`config.mk`:
```
export PLATFORM = sky130hd
export DESIGN_NAME = mem_port_sequencer
export DESIGN_NICKNAME = d
export VERILOG_FILES = /design/src/rtl/riscv_mem_pkg.sv /design/src/rtl/mem_lane_align.sv /design/src/rtl/mem_port_sequencer.sv
export SDC_FILE = /design/constraint.sdc
export NUM_CORES = 1
export LEC_CHECK = 0
export ABC_AREA = 1
export BUFFER_PORTS_ARGS = -buffer_cell sky130_fd_sc_hd__buf_2
export CAP_MARGIN = 5
export CORE_MARGIN = 2
export CORE_UTILIZATION = 40
export DETAILED_ROUTE_END_ITERATION = 10
export GPL_TIMING_DRIVEN = 0
export PLACE_DENSITY = 0.74
export SLEW_MARGIN = 20
export SYNTH_ARGS = -nofsm -noshare
export SYNTH_HDL_FRONTEND = slang
export SYNTH_HIERARCHICAL = 1
export SYNTH_SLANG_ARGS = --single-unit
```
`constraint.sdc`:
```
create_clock -name clk -period 3 [get_ports clk]
set_clock_uncertainty 0.05 [all_clocks]
set_input_delay 0.45 -clock clk [delete_from_list [all_inputs] [get_ports clk]]
set_output_delay 0.45 -clock clk [all_outputs]
set_load 0.1 [all_outputs]
```
`src/rtl/riscv_mem_pkg.sv`:
```
// Shared types for the core memory port: load/store funct3 codes, sequencer states,
// access owners and the funct3/alignment legality check.
package riscv_mem_pkg;

    localparam logic [2:0] LS_B  = 3'd0;
    localparam logic [2:0] LS_H  = 3'd1;
    localparam logic [2:0] LS_W  = 3'd2;
    localparam logic [2:0] LS_BU = 3'd4;
    localparam logic [2:0] LS_HU = 3'd5;

    typedef enum logic [2:0] {
        IDLE  = 3'd0,
        RD    = 3'd1,
        CAP   = 3'd2,
        WR    = 3'd3,
        ERR   = 3'd4,
        IFERR = 3'd5
    } state_t;

    typedef enum logic {
        OWN_IF = 1'b0,
        OWN_D  = 1'b1
    } owner_t;

    // Illegal funct3 or misalignment; the range check depends on ADDR_W and lives in the top.
    function automatic logic ls_err(input logic we, input logic [2:0] f3, input logic [1:0] lo);
        logic e;
        if (we) begin
            e = (f3 > LS_W);
        end else begin
            e = (f3 == 3'd3) || (f3 == 3'd6) || (f3 == 3'd7);
        end
        if ((f3 == LS_H || f3 == LS_HU) && lo[0]) begin
            e = 1'b1;
        end
        if (f3 == LS_W && lo != 2'd0) begin
            e = 1'b1;
        end
        return e;
    endfunction

endpackage

```
`src/rtl/mem_lane_align.sv`:
```
// Combinational lane logic: load byte/halfword extraction with sign/zero extension,
// and SB/SH merge of store data into the word read back from RAM.
module mem_lane_align
    import riscv_mem_pkg::*;
(
    input  logic [31:0] i_word,
    input  logic [31:0] i_wdata,
    input  logic [2:0]  i_funct3,
    input  logic [1:0]  i_addr_lo,
    output logic [31:0] o_load,
    output logic [31:0] o_merge
);

    logic [7:0]  w_byte;
    logic [15:0] w_half;

    assign w_byte = i_word[8*i_addr_lo +: 8];
    assign w_half = i_addr_lo[1] ? i_word[31:16] : i_word[15:0];

    always_comb begin
        o_load = i_word;
        case (i_funct3)
            LS_B:    o_load = {{24{w_byte[7]}}, w_byte};
            LS_BU:   o_load = {24'd0, w_byte};
            LS_H:    o_load = {{16{w_half[15]}}, w_half};
            LS_HU:   o_load = {16'd0, w_half};
            default: o_load = i_word;
        endcase
    end

    genvar gi;
    generate
        for (gi = 0; gi < 4; gi++) begin : g_lane
            localparam logic [1:0] LANE    = 2'(gi);
            localparam logic       LANE_HI = (gi >= 2);
            logic       w_sel;
            logic [7:0] w_src;

            // SH writes wdata byte 0 into the even lane and byte 1 into the odd lane of the half.
            assign w_sel = ((i_funct3 == LS_B) && (i_addr_lo == LANE)) ||
                           ((i_funct3 == LS_H) && (i_addr_lo[1] == LANE_HI));
            assign w_src = (i_funct3 == LS_H) ? i_wdata[8*(gi%2) +: 8] : i_wdata[7:0];
            assign o_merge[8*gi +: 8] = w_sel ? w_src : i_word[8*gi +: 8];
        end
    endgenerate

endmodule

```
`src/rtl/mem_port_sequencer.sv`:
```
// Shares one single-port synchronous RAM between instruction fetch and load/store.
// Define MEM_ARB_RR_EN for round-robin arbitration; otherwise data has fixed priority.
module mem_port_sequencer
    import riscv_mem_pkg::*;
#(
    parameter int ADDR_W = 10
) (
    input  logic              clk,
    input  logic              rst,
    input  logic              if_req,
    input  logic [31:0]       if_addr,
    output logic              if_valid,
    output logic [31:0]       if_rdata,
    output logic              if_err,
    input  logic              d_req,
    input  logic              d_we,
    input  logic [2:0]        d_funct3,
    input  logic [31:0]       d_addr,
    input  logic [31:0]       d_wdata,
    output logic              d_ack,
    output logic [31:0]       d_rdata,
    output logic              d_err,
    output logic              mem_en,
    output logic              mem_we,
    output logic [ADDR_W-1:0] mem_addr,
    output logic [31:0]       mem_wdata,
    input  logic [31:0]       mem_rdata
);

    state_t              r_state;
    owner_t              r_owner;
    logic [ADDR_W+1:0]   r_addr;
    logic [2:0]          r_funct3;
    logic                r_we;
    logic [31:0]         r_wbuf;

    logic                w_if_err;
    logic                w_d_err;
    logic                w_grant_d;
    logic                w_grant_if;
    logic [31:0]         w_load;
    logic [31:0]         w_merge;

    assign w_if_err = if_addr[0] || ((if_addr >> (ADDR_W + 2)) != 32'd0);
    assign w_d_err  = ls_err(d_we, d_funct3, d_addr[1:0]) || ((d_addr >> (ADDR_W + 2)) != 32'd0);

`ifdef MEM_ARB_RR_EN
    owner_t r_last;

    // On a tie the requester not served last wins; resetting to fetch lets data win first.
    assign w_grant_d = d_req && (!if_req || (r_last == OWN_IF));

    always_ff @(posedge clk) begin
        if (rst) begin
            r_last <= OWN_IF;
        end else if (r_state == IDLE) begin
            if (w_grant_d) begin
                r_last <= OWN_D;
            end else if (if_req) begin
                r_last <= OWN_IF;
            end
        end
    end
`else
    assign w_grant_d = d_req;
`endif

    assign w_grant_if = if_req && !w_grant_d;

    mem_lane_align u_align (
        .i_word    (mem_rdata),
        .i_wdata   (r_wbuf),
        .i_funct3  (r_funct3),
        .i_addr_lo (r_addr[1:0]),
        .o_load    (w_load),
        .o_merge   (w_merge)
    );

    always_ff @(posedge clk) begin
        if (rst) begin
            r_state  <= IDLE;
            r_owner  <= OWN_IF;
            r_addr   <= '0;
            r_funct3 <= 3'd0;
            r_we     <= 1'b0;
            r_wbuf   <= 32'd0;
        end else begin
            case (r_state)
                IDLE: begin
                    if (w_grant_d) begin
                        r_owner  <= OWN_D;
                        r_addr   <= d_addr[ADDR_W+1:0];
                        r_funct3 <= d_funct3;
                        r_we     <= d_we;
                        r_wbuf   <= d_wdata;
                        if (w_d_err) begin
                            r_state <= ERR;
                        end else if (d_we && d_funct3 == LS_W) begin
                            r_state <= WR;
                        end else begin
                            r_state <= RD;
                        end
                    end else if (w_grant_if) begin
                        r_owner  <= OWN_IF;
                        r_addr   <= if_addr[ADDR_W+1:0];
                        r_we     <= 1'b0;
                        r_state  <= w_if_err ? IFERR : RD;
                    end
                end
                RD: r_state <= CAP;
                CAP: begin
                    // Sub-word store: the read word comes back here and is merged for the write.
                    if (r_owner == OWN_D && r_we) begin
                        r_wbuf  <= w_merge;
                        r_state <= WR;
                    end else begin
                        r_state <= IDLE;
                    end
                end
                default: r_state <= IDLE;
            endcase
        end
    end

    // Outputs are forced low while rst is high so an interrupted RMW write never reaches RAM.
    always_comb begin
        if_valid  = 1'b0;
        if_rdata  = 32'd0;
        if_err    = 1'b0;
        d_ack     = 1'b0;
        d_rdata   = 32'd0;
        d_err     = 1'b0;
        mem_en    = 1'b0;
        mem_we    = 1'b0;
        mem_addr  = '0;
        mem_wdata = 32'd0;
        if (!rst) begin
            case (r_state)
                RD: begin
                    mem_en   = 1'b1;
                    mem_addr = r_addr[ADDR_W+1:2];
                end
                CAP: begin
                    if (r_owner == OWN_IF) begin
                        if_valid = 1'b1;
                        if_rdata = mem_rdata;
                    end else if (!r_we) begin
                        d_ack   = 1'b1;
                        d_rdata = w_load;
                    end
                end
                WR: begin
                    mem_en    = 1'b1;
                    mem_we    = 1'b1;
                    mem_addr  = r_addr[ADDR_W+1:2];
                    mem_wdata = r_wbuf;
                    d_ack     = 1'b1;
                end
                ERR: begin
                    d_ack = 1'b1;
                    d_err = 1'b1;
                end
                IFERR: begin
                    if_valid = 1'b1;
                    if_err   = 1'b1;
                end
                default: begin
                end
            endcase
        end
    end

endmodule

```
* After elaboration in Yosys (flattened, before gate mapping)
Index checks and enable logic that the tools add are counted.
** Storage, ports and cells
- Register bits after elaboration :: 52
- Input bits :: 136
- Logic and storage cells :: 117
- Output and inout port bits :: 112
** Operators by class
- Reductions and logical operators :: 35
- Multiplexer cells :: 51
- $lt $le $gt $ge :: 1
- Bitwise operators :: 1
- Eq/ne operators :: 21
- Shift operators :: 1
** Operator list (count)
- 32-bit 2-to-1 mux :: 11
- 32-bit case mux with 4 select lines :: 1
- 32-bit case mux with 2 select lines :: 1
- 32-bit nonzero test :: 2
- 8-bit 2-to-1 mux :: 5
- 32-bit by 6-bit indexed part select with 8-bit output :: 1
- 12-bit 2-to-1 mux :: 2
- 3-bit equality test, second input constant :: 7
- 10-bit 2-to-1 mux :: 2
- 1-bit 2-to-1 mux :: 19
- 16-bit 2-to-1 mux :: 1
- 3-bit by 2-bit equality test with 1-bit output, second input constant :: 4
- 3-bit 2-to-1 mux :: 4
- 1-bit logical AND :: 11
- 3-bit by 1-bit equality test with 1-bit output, second input constant :: 3
- 1-bit logical OR :: 9
- 3-bit case mux with 3 select lines :: 1
- 3-bit zero test :: 2
- 2-bit != test, second input constant :: 3
- 2-bit nonzero test :: 3
- 2-bit equality test, second input constant :: 2
- 2-bit 2-to-1 mux :: 2
- 1-bit case mux with 2 select lines :: 2
- 2-bit AND reduction :: 2
- other kinds (9) :: 10

* Longest topological paths before layout
Gate-level depths: netlist (run 1).
- Word-level depth :: 10
- Mapped depth :: 11
- Gate-level depth less buffers :: 9

* Hierarchy
The synthesis (run 1) kept the hierarchy.
** By module, submodules not included
- mem_port_sequencer :: cells each 580, seq. area each 1041.0 sq um, area an instance 3321.9 sq um, times used 1
- mem_lane_align :: cells each 297, seq. area each 0.0 sq um, area an instance 1477.7 sq um, times used 1

* Worst setup path before layout (run 1)
Ideal clock, no wire load.
- Path type :: input-to-output
- Start :: input rst
- End :: output mem_addr[0]
- Cell stages on the path :: 4
- Data required time :: 2500 ps
- Data arrival time :: 4288 ps
- Path slack :: -1788 ps
- Buffers on the path :: 1
- Path through :: nor3_1 inv_1 clkbuf_1 nor2_1
** On the way
- Word-level cells in the longest chain between the ends :: 1
** RTL lines
- from (decl) :: RTL line mem_port_sequencer.sv:9 : input logic rst,
- 10-bit 2-to-1 mux :: RTL line mem_port_sequencer.sv:137 : if (!rst) begin
- to (decl) :: RTL line mem_port_sequencer.sv:25 : output logic [ADDR_W-1:0] mem_addr,
Every way passes these cells.

* Final worst setup path (run 1)
- Start :: register r_state[2]
- End :: output if_rdata[1]
** On the way
- Word-level cells in the longest chain between the ends :: 3
** RTL lines
- from (decl) :: RTL line mem_port_sequencer.sv:30 : state_t r_state;
- from (signal assigned) :: RTL line mem_port_sequencer.sv:107 : r_state <= w_if_err ? IFERR : RD;
- 3-bit by 2-bit equality test with 1-bit output :: RTL line mem_port_sequencer.sv:138 : case (r_state)
- 32-bit 2-to-1 mux :: RTL line mem_port_sequencer.sv:138
- 32-bit 2-to-1 mux :: RTL line mem_port_sequencer.sv:137
- to (decl) :: RTL line mem_port_sequencer.sv:13 : output logic [31:0] if_rdata,
Every way passes these cells.

==> results.yml, run 1 <==
run_status:
  status: "completed"
detailed_routing:
  drt-initial-drc-count: 474
  via_per_inst: 5.07
  wl_per_cell_um: 14.6
  wirelength_um: 18600
  dr.pass1.iters: 5
  route.vias.total: 6470
  drc: 0
  antenna_left: 0
clocking:
  worst_skew_pair.late_latency_ns: 0.29
  clkTransAtPathRegs_ns: 0.07
  clkSinkCount: 52
  cts_tree: "done"
  cts.path.max_buffers: 2
  h-tree-depth: 2
  cts_root_buf: "clkbuf_16"
  numCtsBuffers: 5
timing:
  tightest_slew_ns: 0.714
  fmaxAchievable_mhz: 350
  layout_min_cycle_time_ns: 2.85
  fin_crit_sh_pct: 95.1
  slew_headroom_pct: 52.4
  rsz0062_at_grt: "no"
  hold_viol: 0
  drv_slew: 0
  setup_viol: 0
  whs_ns: 0.370
  fin_ws_ns: 0.146
placement:
  dp_cells: 1270
  port_buffers: 246
  dpl_cell_area_um2: 6250
  dpl_worst_slack_ns: 0.350
  dp.final_hpwl_um: 15000
  gp_congestion: 0.994
grt:
  grt_pass1_wl_um: 29400
  grt_pass1_vias: 5879
  antenna_found_initial: 0
  grt_max_degree: 16
  gr-total-overflow: 0
  grt_use_total_pct: 28.4
final_layout:
  mostFrequentLayoutCells: "296 x nand2_1, 257 x buf_2, 141 x nor2_1, 96 x inv_1, 66 x nand3_1"
  final_area_um2: 6440
  area_delta_synth_final_pct: 34.3
  nNetsFinal: 1266
  antenna_cells: 0
  nFillCells: 1295
  drive_above_1_share_pct: 29.6
  stdcell_count: 1277
  final_common_cell: "nand2_1"
synth:
  avgSynthCellArea_um2: 5.47
  synth-seq-cells: 52
  synth_mux_area_share_pct: 0
  synth_compound_area_share_pct: 12.7
  yosys.area_share.simple_pct: 51.2
  synth.distinct_cells: 29
  yosys_warnings: 6
  synth_fp_nets: 1013
  synth_top_family_by_area: "simple AND/OR/NAND/NOR gates"
  ys_seq_area_share_pct: 21.7
  synth-xor-area-share_pct: 0
  syn_area_um2: 4800
  synthAdderAreaFrac_pct: 0
  syn_inst: 877
power_and_ir_drop:
  max-vdd-ir-drop_mv: 0.191
  power_leakage_nw: 3.70
  power_w: 0.00251
  powerDensity_nw_per_um2: 389
worst_hold_path:
  hold_class: "in2reg"
flow_run:
  cap_viol_max_count: 0
critical_path:
  required_ns: 2.50
  critPathMaxFanout: 10
  cp-end-kind: "output port"
  arrival_ns: 2.35
  critPathKind: "reg2out"
  startpoint_type: "flop"
floorplanning:
  die_w_um: 114
  io-pin-count: 248
  coreArea_um2: 11900
  fp-row-count: 40
  die_area_um2: 12900
  initial_core_util_pct: 40.5
  die_h_um: 114
through the flow:
stage	utilization (%)	TNS [ns]
finish	54.3	0
global route	54.3	0
CTS	54.3	0
detailed placement	52.7	0
global placement	52.7	0
floorplan	-	-0.762
Yosys cell counts:
cell type	instances	area, µm²
nor3_4	2	32.5
o21bai_1	1	7.51
buf_2	13	65.1
buf_1	2	7.51
nand2_1	296	1110
nand4_2	1	12.5
nand3_2	11	110
buf_6	10	113
nand3_1	66	330
nor2_4	2	22.5
nor2_8	2	40.0
o21ai_0	25	125
nor4_1	1	6.26
clkbuf_1	21	78.8
inv_4	2	12.5
nand2_2	8	50.1
nand3_4	1	17.5
nand2_4	8	90.1
nor2_1	152	571
nor3_1	3	15.0
a21oi_1	10	50.1
buf_4	4	30.0
inv_1	96	360
o21ai_1	29	145
nand4_1	8	50.1
a31oi_1	44	275
o21a_1	1	7.51
inv_2	6	22.5
dfxtp_1	52	1040
layout make-up:
class                      instances  area [µm²]  share of cell area, %
buffer                            50         294                   4.56
clock buffer                       5         125                   1.94
clock inverter                     2        60.1                  0.932
inverter                         104         395                   6.14
multi-input combinational        671        3110                   48.2
sequential                        52        1040                   16.2
tap                              147         184                   2.85
timing repair buffer             246        1240                   19.2
metal layers:
layer,share of wire [%],global-route usage (%)
met1,44,37.8
met2,47,48.7
met3,8.1,3.61
met4,1.6,7.32
met5,0,0
timing repair:
item	in CTS	in global routing
setup endpoints to repair	0	2
hold buffers	0	0
setup buffers	0	0
gates resized for setup	0	2
logic make-up after synthesis:
| group | count (synthesis) |
|---|---|
| AND/OR/NAND/NOR | 561 |
| buffers and inverters | 154 |
| AO/OA/AOI/OAI | 110 |
| flip-flops | 52 |
state kept, by name, summed over array words and instances, names as in the netlist:
register,count
r_owner,1
r_we,1
r_state,3
r_funct3,3
r_addr,12
r_wbuf,32
worst paths after layout:
kind | startpoint | to | slack (ns) | cells past startpoint
worst max-delay path | r_state[2] | if_rdata[1] | 0.15 | 7
worst min-delay path | d_addr[6] | r_addr[6] | 0.37 | 3
worst max register to register | r_addr[1] | r_wbuf[13] | 1.30 | 8
worst min register to register | r_funct3[0] | r_funct3[0] | 0.43 | 2
worst max-delay path, stage by stage (launching register included):
cell and delay [ns]:
dfxtp_1 0.43, inv_2 0.15, nand3_4 0.14, inv_4 0.14, nand3_1 0.33, buf_2 0.33
nor2_1 0.10, buf_2 0.43
where the power goes:
part	internal, W	total [W]	switching (W)
Sequential	0.000768	0.000837	0.0000686
Clock	0.000474	0.000729	0.000256
Combinational	0.000320	0.000943	0.000623
No activity file was read; power rests on OpenSTA's default activity.
==> run 2: changes to the inputs <==
--- a/config.mk
+++ b/config.mk
@@ -8,11 +8,13 @@
 export ABC_AREA = 1
 export BUFFER_PORTS_ARGS = -buffer_cell sky130_fd_sc_hd__buf_2
 export CAP_MARGIN = 5
+export CELL_PAD_IN_SITES_DETAIL_PLACEMENT = 1
+export CELL_PAD_IN_SITES_GLOBAL_PLACEMENT = 1
 export CORE_MARGIN = 2
-export CORE_UTILIZATION = 40
+export CORE_UTILIZATION = 32
 export DETAILED_ROUTE_END_ITERATION = 10
 export GPL_TIMING_DRIVEN = 0
-export PLACE_DENSITY = 0.74
+export PLACE_DENSITY = 0.9
 export SLEW_MARGIN = 20
 export SYNTH_ARGS = -nofsm -noshare
 export SYNTH_HDL_FRONTEND = slang
==> results.yml, run 2 (synthesis gave the netlist of run 1 again) <==
grt:
  grt_max_degree: 18
  gr-total-overflow: 0
  grt_use_total_pct: 26.8
  grt_pass1_vias: 6671
  antenna_found_initial: 0
  grt_pass1_wl_um: 34600
critical_path:
  critPathMaxFanout: 10
  slowest_stage: "dfxtp_1"
  path_cells: "inv_2, nand3_4, inv_4, nand3_2, buf_2, nor2_1, buf_2"
  reg2reg_depth: 8
  cp_slowest_stage_delay_ns: 0.45
  reg2reg_slack_ns: 1.11
  required_ns: 2.50
  arrival_ns: 2.34
  cp-end-kind: "output port"
  critPathKind: "reg2out"
  worst_path_most_repeated_cell: "buf_2"
  r2r_end: "r_wbuf[4]"
  startpoint_type: "flop"
  r2r_start: "r_state[2]"
detailed_routing:
  dr.pass1.iters: 7
  wl_met1_um: 9870
  via_per_inst: 5.08
  wirelength_um: 22200
  highest_layer: "met4"
  route.vias.total: 6685
  wl_met2_um: 10700
  drt-initial-drc-count: 447
  wl_per_cell_um: 16.9
  wl_met3_um: 1160
  drc: 0
  antenna_left: 0
timing:
  drv_slew: 0
  fin_ws_ns: 0.160
  fin_crit_sh_pct: 94.7
  layout_min_cycle_time_ns: 2.84
  tightest_slew_ns: 0.757
  slew_headroom_pct: 49.5
  setup_viol: 0
  hold_viol: 0
  fmaxAchievable_mhz: 352
  rsz0062_at_grt: "no"
final_layout:
  area_delta_synth_final_pct: 35.1
  final_common_cell: "nand2_1"
  mostFrequentLayoutCells: "296 x nand2_1, 253 x buf_2, 141 x nor2_1, 96 x inv_1, 65 x nand3_1"
  largest_register_ffs: 32
  reg_top3: "r_wbuf: 32 flops, r_addr: 12 flops"
  regMostFlops: "r_wbuf"
  drive_above_1_share_pct: 30.0
  nNetsFinal: 1268
  stdcell_count: 1317
  utilization_pct: 44.4
  antenna_cells: 0
floorplanning:
  initial_core_util_pct: 32.9
  io-pin-count: 248
  die_w_um: 126
  coreArea_um2: 14600
  die_area_um2: 16000
  die_h_um: 126
  fp-row-count: 44
power_and_ir_drop:
  power_leakage_nw: 3.69
  power.net_switching_w: 0.00101
  clkPwrFrac_pct: 24.6
  powerDensity_nw_per_um2: 372
  p_sw_share_pct: 42.0
  power_frac_comb_pct: 40.4
  power_frac_seq_pct: 35.0
  max-vdd-ir-drop_mv: 0.236
  internal-power_w: 0.00140
flow_run:
  cap_viol_max_count: 0
placement:
  gp_congestion: 0.935
  dpl_worst_slack_ns: 0.304
  dp.final_hpwl_um: 17700
  dp_cells: 1307
  port_buffers: 246
run_status:
  status: "completed"
clocking:
  hold_buffers: 0
  worst_skew_pair.late_latency_ns: 0.30
  numCtsBuffers: 5
  cts_tree: "done"
  h-tree-depth: 2
  clkSinkCount: 52
  clkTransAtPathRegs_ns: 0.08
  cts.path.max_buffers: 2
  cts_root_buf: "clkbuf_16"
worst_hold_path:
  whs_path_depth: 3
  hp-start: "if_addr[6]"
  hold_class: "in2reg"
  holdPathEnd: "r_addr[6]"
[run 2: worst max-delay path, delay by kind of cell (launching register included)]
family                 cells  cell delay [ns]
and+or+nand+nor            3             0.52
buffers and inverters      4             1.05
DFF                        1             0.45
[run 2: worst max-delay path by stage]
stage / start / to / depth (start not counted)
global route: r_state[2] / if_rdata[19] / 7
CTS: r_state[2] / d_rdata[29] / 7
floorplan: r_state[2] / mem_addr[0] / 4
finish: r_state[2] / if_rdata[19] / 7
detailed placement: r_state[2] / if_rdata[25] / 7
global placement: r_state[2] / if_rdata[13] / 7
[run 2: per-layer routing]
metal	GRT usage (%)	up-vias
met3	3.50	44
met1	35.2	3161
met5	0	-
li1	-	3264
met4	6.79	0
met2	46.4	216
[run 2: area by class of cell]
type | instances | area, µm²
Buffer | 50 | 295
Multi-Input combinational cell | 671 | 3110
Inverter | 104 | 395
Fill cell | 2143 | 8110
Sequential cell | 52 | 1040
Clock inverter | 3 | 21.3
Clock buffer | 5 | 125
Timing Repair Buffer | 248 | 1260
Tap cell | 184 | 230
[run 2: power groups by stage]
stage	logic (W)	clock network (W)	registers (W)
detailed placement	0.000949	0	0.000856
CTS	0.000958	0.000589	0.000841
global route	0.00108	0.000627	0.000852
floorplan	0.000653	0	0.000827
global placement	0.000921	0	0.000853
finish	0.000974	0.000593	0.000845
[run 2: timing repair]
item | in CTS | in global routing
gates cloned | 0 | 0
buffers inserted | 0 | 2
setup endpoints to repair | 14 | 33
gates resized for setup | 2 | 7
pin swaps | 0 | 1
[run 2: through the flow]
stage                     total power [W]  setup TNS (ns)  hold slack (ns)  instance area (µm²)
after global routing              0.00256               0            0.371                 6480
after CTS                         0.00239               0            0.365                 6450
after floorplan                   0.00148          -0.762            0.404                 4840
final                             0.00241               0            0.361                 6480
after detailed placement          0.00180               0            0.448                 6300
after global placement            0.00177               0            0.432                 6300
==> run 3: changes to the inputs <==
--- a/config.mk
+++ b/config.mk
@@ -12,9 +12,10 @@
 export CELL_PAD_IN_SITES_GLOBAL_PLACEMENT = 1
 export CORE_MARGIN = 2
 export CORE_UTILIZATION = 32
+export CTS_CLUSTER_DIAMETER = 150
 export DETAILED_ROUTE_END_ITERATION = 10
 export GPL_TIMING_DRIVEN = 0
-export PLACE_DENSITY = 0.9
+export PLACE_DENSITY = 0.86
 export SLEW_MARGIN = 20
 export SYNTH_ARGS = -nofsm -noshare
 export SYNTH_HDL_FRONTEND = slang
==> results.yml, run 3 (synthesis gave the netlist of run 1 again) <==
run_status:
  status: "completed"
clocking:
  cts_setup_buffers: 0
  hold_buffers: 0
  worst_skew_pair.late_latency_ns: 0.29
  h-tree-depth: 2
  cts.path.max_buffers: 2
  clkSinkCount: 52
  cts_root_buf: "clkbuf_16"
  clkTransAtPathRegs_ns: 0.08
  numCtsBuffers: 5
  cts_tree: "done"
power_and_ir_drop:
  internal-power_w: 0.00151
  power_leakage_nw: 3.67
  power_frac_comb_pct: 38.6
  power.net_switching_w: 0.000992
  max-vdd-ir-drop_mv: 0.246
  power_frac_seq_pct: 33.8
  p_sw_share_pct: 39.7
  powerDensity_nw_per_um2: 378
  clkPwrFrac_pct: 27.6
final_layout:
  antenna_cells: 0
  nNetsFinal: 1266
  area_delta_synth_final_pct: 37.8
  final_area_um2: 6610
  drive_above_1_share_pct: 29.8
  final_common_cell: "nand2_1"
  largest_register_ffs: 32
  mostFrequentLayoutCells: "296 x nand2_1, 205 x buf_2, 141 x nor2_1, 96 x inv_1, 66 x nand3_1"
  regMostFlops: "r_wbuf"
  reg_top3: "r_wbuf: 32 flops, r_addr: 12 flops"
detailed_routing:
  dr.pass1.iters: 5
  route.vias.total: 6627
  via_per_inst: 5.04
  wirelength_um: 22000
  wl_per_cell_um: 16.7
  drc: 0
  drt-initial-drc-count: 460
  antenna_left: 0
critical_path:
  arrival_ns: 2.49
  path_delay_family: "buffers and inverters"
  crit_buf_inv: 4
  critPathKind: "reg2out"
  cp_slowest_stage_delay_ns: 0.43
  critPathMaxFanout: 10
  slowest_stage: "dfxtp_1"
  startpoint_type: "flop"
  required_ns: 2.50
  path_cells: "inv_2, nand3_4, inv_4, nand3_1, buf_2, nor2_1, clkbuf_4"
  cp-end-kind: "output port"
grt:
  grt_max_degree: 17
  gr-total-overflow: 0
  grt_pass1_wl_um: 34300
  antenna_found_initial: 0
  grt_use_total_pct: 26.6
  grt_pass1_vias: 6595
timing:
  fin_setup_tns_ns: 0
  slew_headroom_pct: 49.5
  rsz0062_at_grt: "yes"
  hold_viol: 0
  setup_viol: 0
  layout_min_cycle_time_ns: 2.99
  fin_crit_sh_pct: 99.7
  tightest_slew_ns: 0.757
  drv_slew: 0
  fmaxAchievable_mhz: 334
worst_hold_path:
  hold_class: "in2reg"
floorplanning:
  die_h_um: 126
  die_area_um2: 16000
  initial_core_util_pct: 32.9
  fp-row-count: 44
  coreArea_um2: 14600
  io-pin-count: 248
  die_w_um: 126
placement:
  dpl_cell_area_um2: 6300
  dp.final_hpwl_um: 17700
  gp_congestion: 0.931
  port_buffers: 246
flow_run:
  cap_viol_max_count: 0
-- run 3: cell count changes in the layout (fill, tap and decap cells not counted) --
cell | previous run | this run
inv_6 | 1 | 0
clkbuf_4 | 5 | 54
clkinvlp_4 | 1 | 0
nand3_2 | 12 | 11
buf_4 | 7 | 4
buf_2 | 253 | 205
clkbuf_8 | 0 | 1
clkinv_4 | 0 | 1
bufinv_16 | 0 | 1
clkinv_2 | 1 | 0
nand3_1 | 65 | 66
-- run 3: timing repair --
item                                   CTS  global route
resized for setup                        0            56
endpoints found under the hold margin    0             0
setup endpoints to repair                0            59
-- run 3: worst paths after layout --
| kind | start | to | slack (ns) | cells past startpoint |
|---|---|---|---|---|
| max | r_state[2] | if_rdata[20] | 0.009 | 7 |
| max reg2reg | r_state[2] | r_wbuf[4] | 1.16 | 8 |
| min | d_addr[2] | r_addr[2] | 0.37 | 3 |
| min reg2reg | r_funct3[0] | r_funct3[0] | 0.45 | 2 |
-- run 3: final cells by class --
cell class              count  area (µm²)
fillers                  2139        7980
multi-input cells         671        3110
repair buffers            246        1370
flip-flops and latches     52        1040
inverters                 104         395
plain buffers              50         295
well taps                 184         230
clock buffers               6         139
clock inverters             2        38.8
-- run 3: power by group through the flow --
stage	registers, W	clock network (W)	logic (W)
CTS	0.000842	0.000686	0.000952
finish	0.000845	0.000689	0.000966
global placement	0.000855	0	0.000919
global route	0.000853	0.000720	0.00108
detailed placement	0.000857	0	0.000947
floorplan	0.000827	0	0.000653
-- run 3: metrics by stage --
step	power, W	hold WS [ns]	utilization [%]	cells	worst slack (ns)
floorplan	0.00148	0.404	-	877	-0.0762
global placement	0.00177	0.439	43.2	1307	0.425
detailed placement	0.00180	0.437	43.2	1307	0.335
CTS	0.00248	0.368	44.4	1315	0.00728
global route	0.00265	0.377	45.3	1315	-0.0726
finish	0.00250	0.366	45.3	1315	0.00926
-- run 3: worst reg2reg max path, stage by stage (launching register included) --
cell and delay, ns:
dfxtp_1 0.58, inv_2 0.13, nand3_4 0.14, inv_4 0.09
nand3_2 0.11, nand2_4 0.12, buf_6 0.18, o21ai_1 0.26
a31oi_1 0.07
-- run 3: metal layers --
layer  routed length, µm  up-vias  global-route usage (%)
met5                   0        -                       0
met4                 486        0                    6.14
met3                1150       32                    2.24
met2               10600      225                    45.5
met1                9760     3107                    36.3
li1                    -     3263                       -
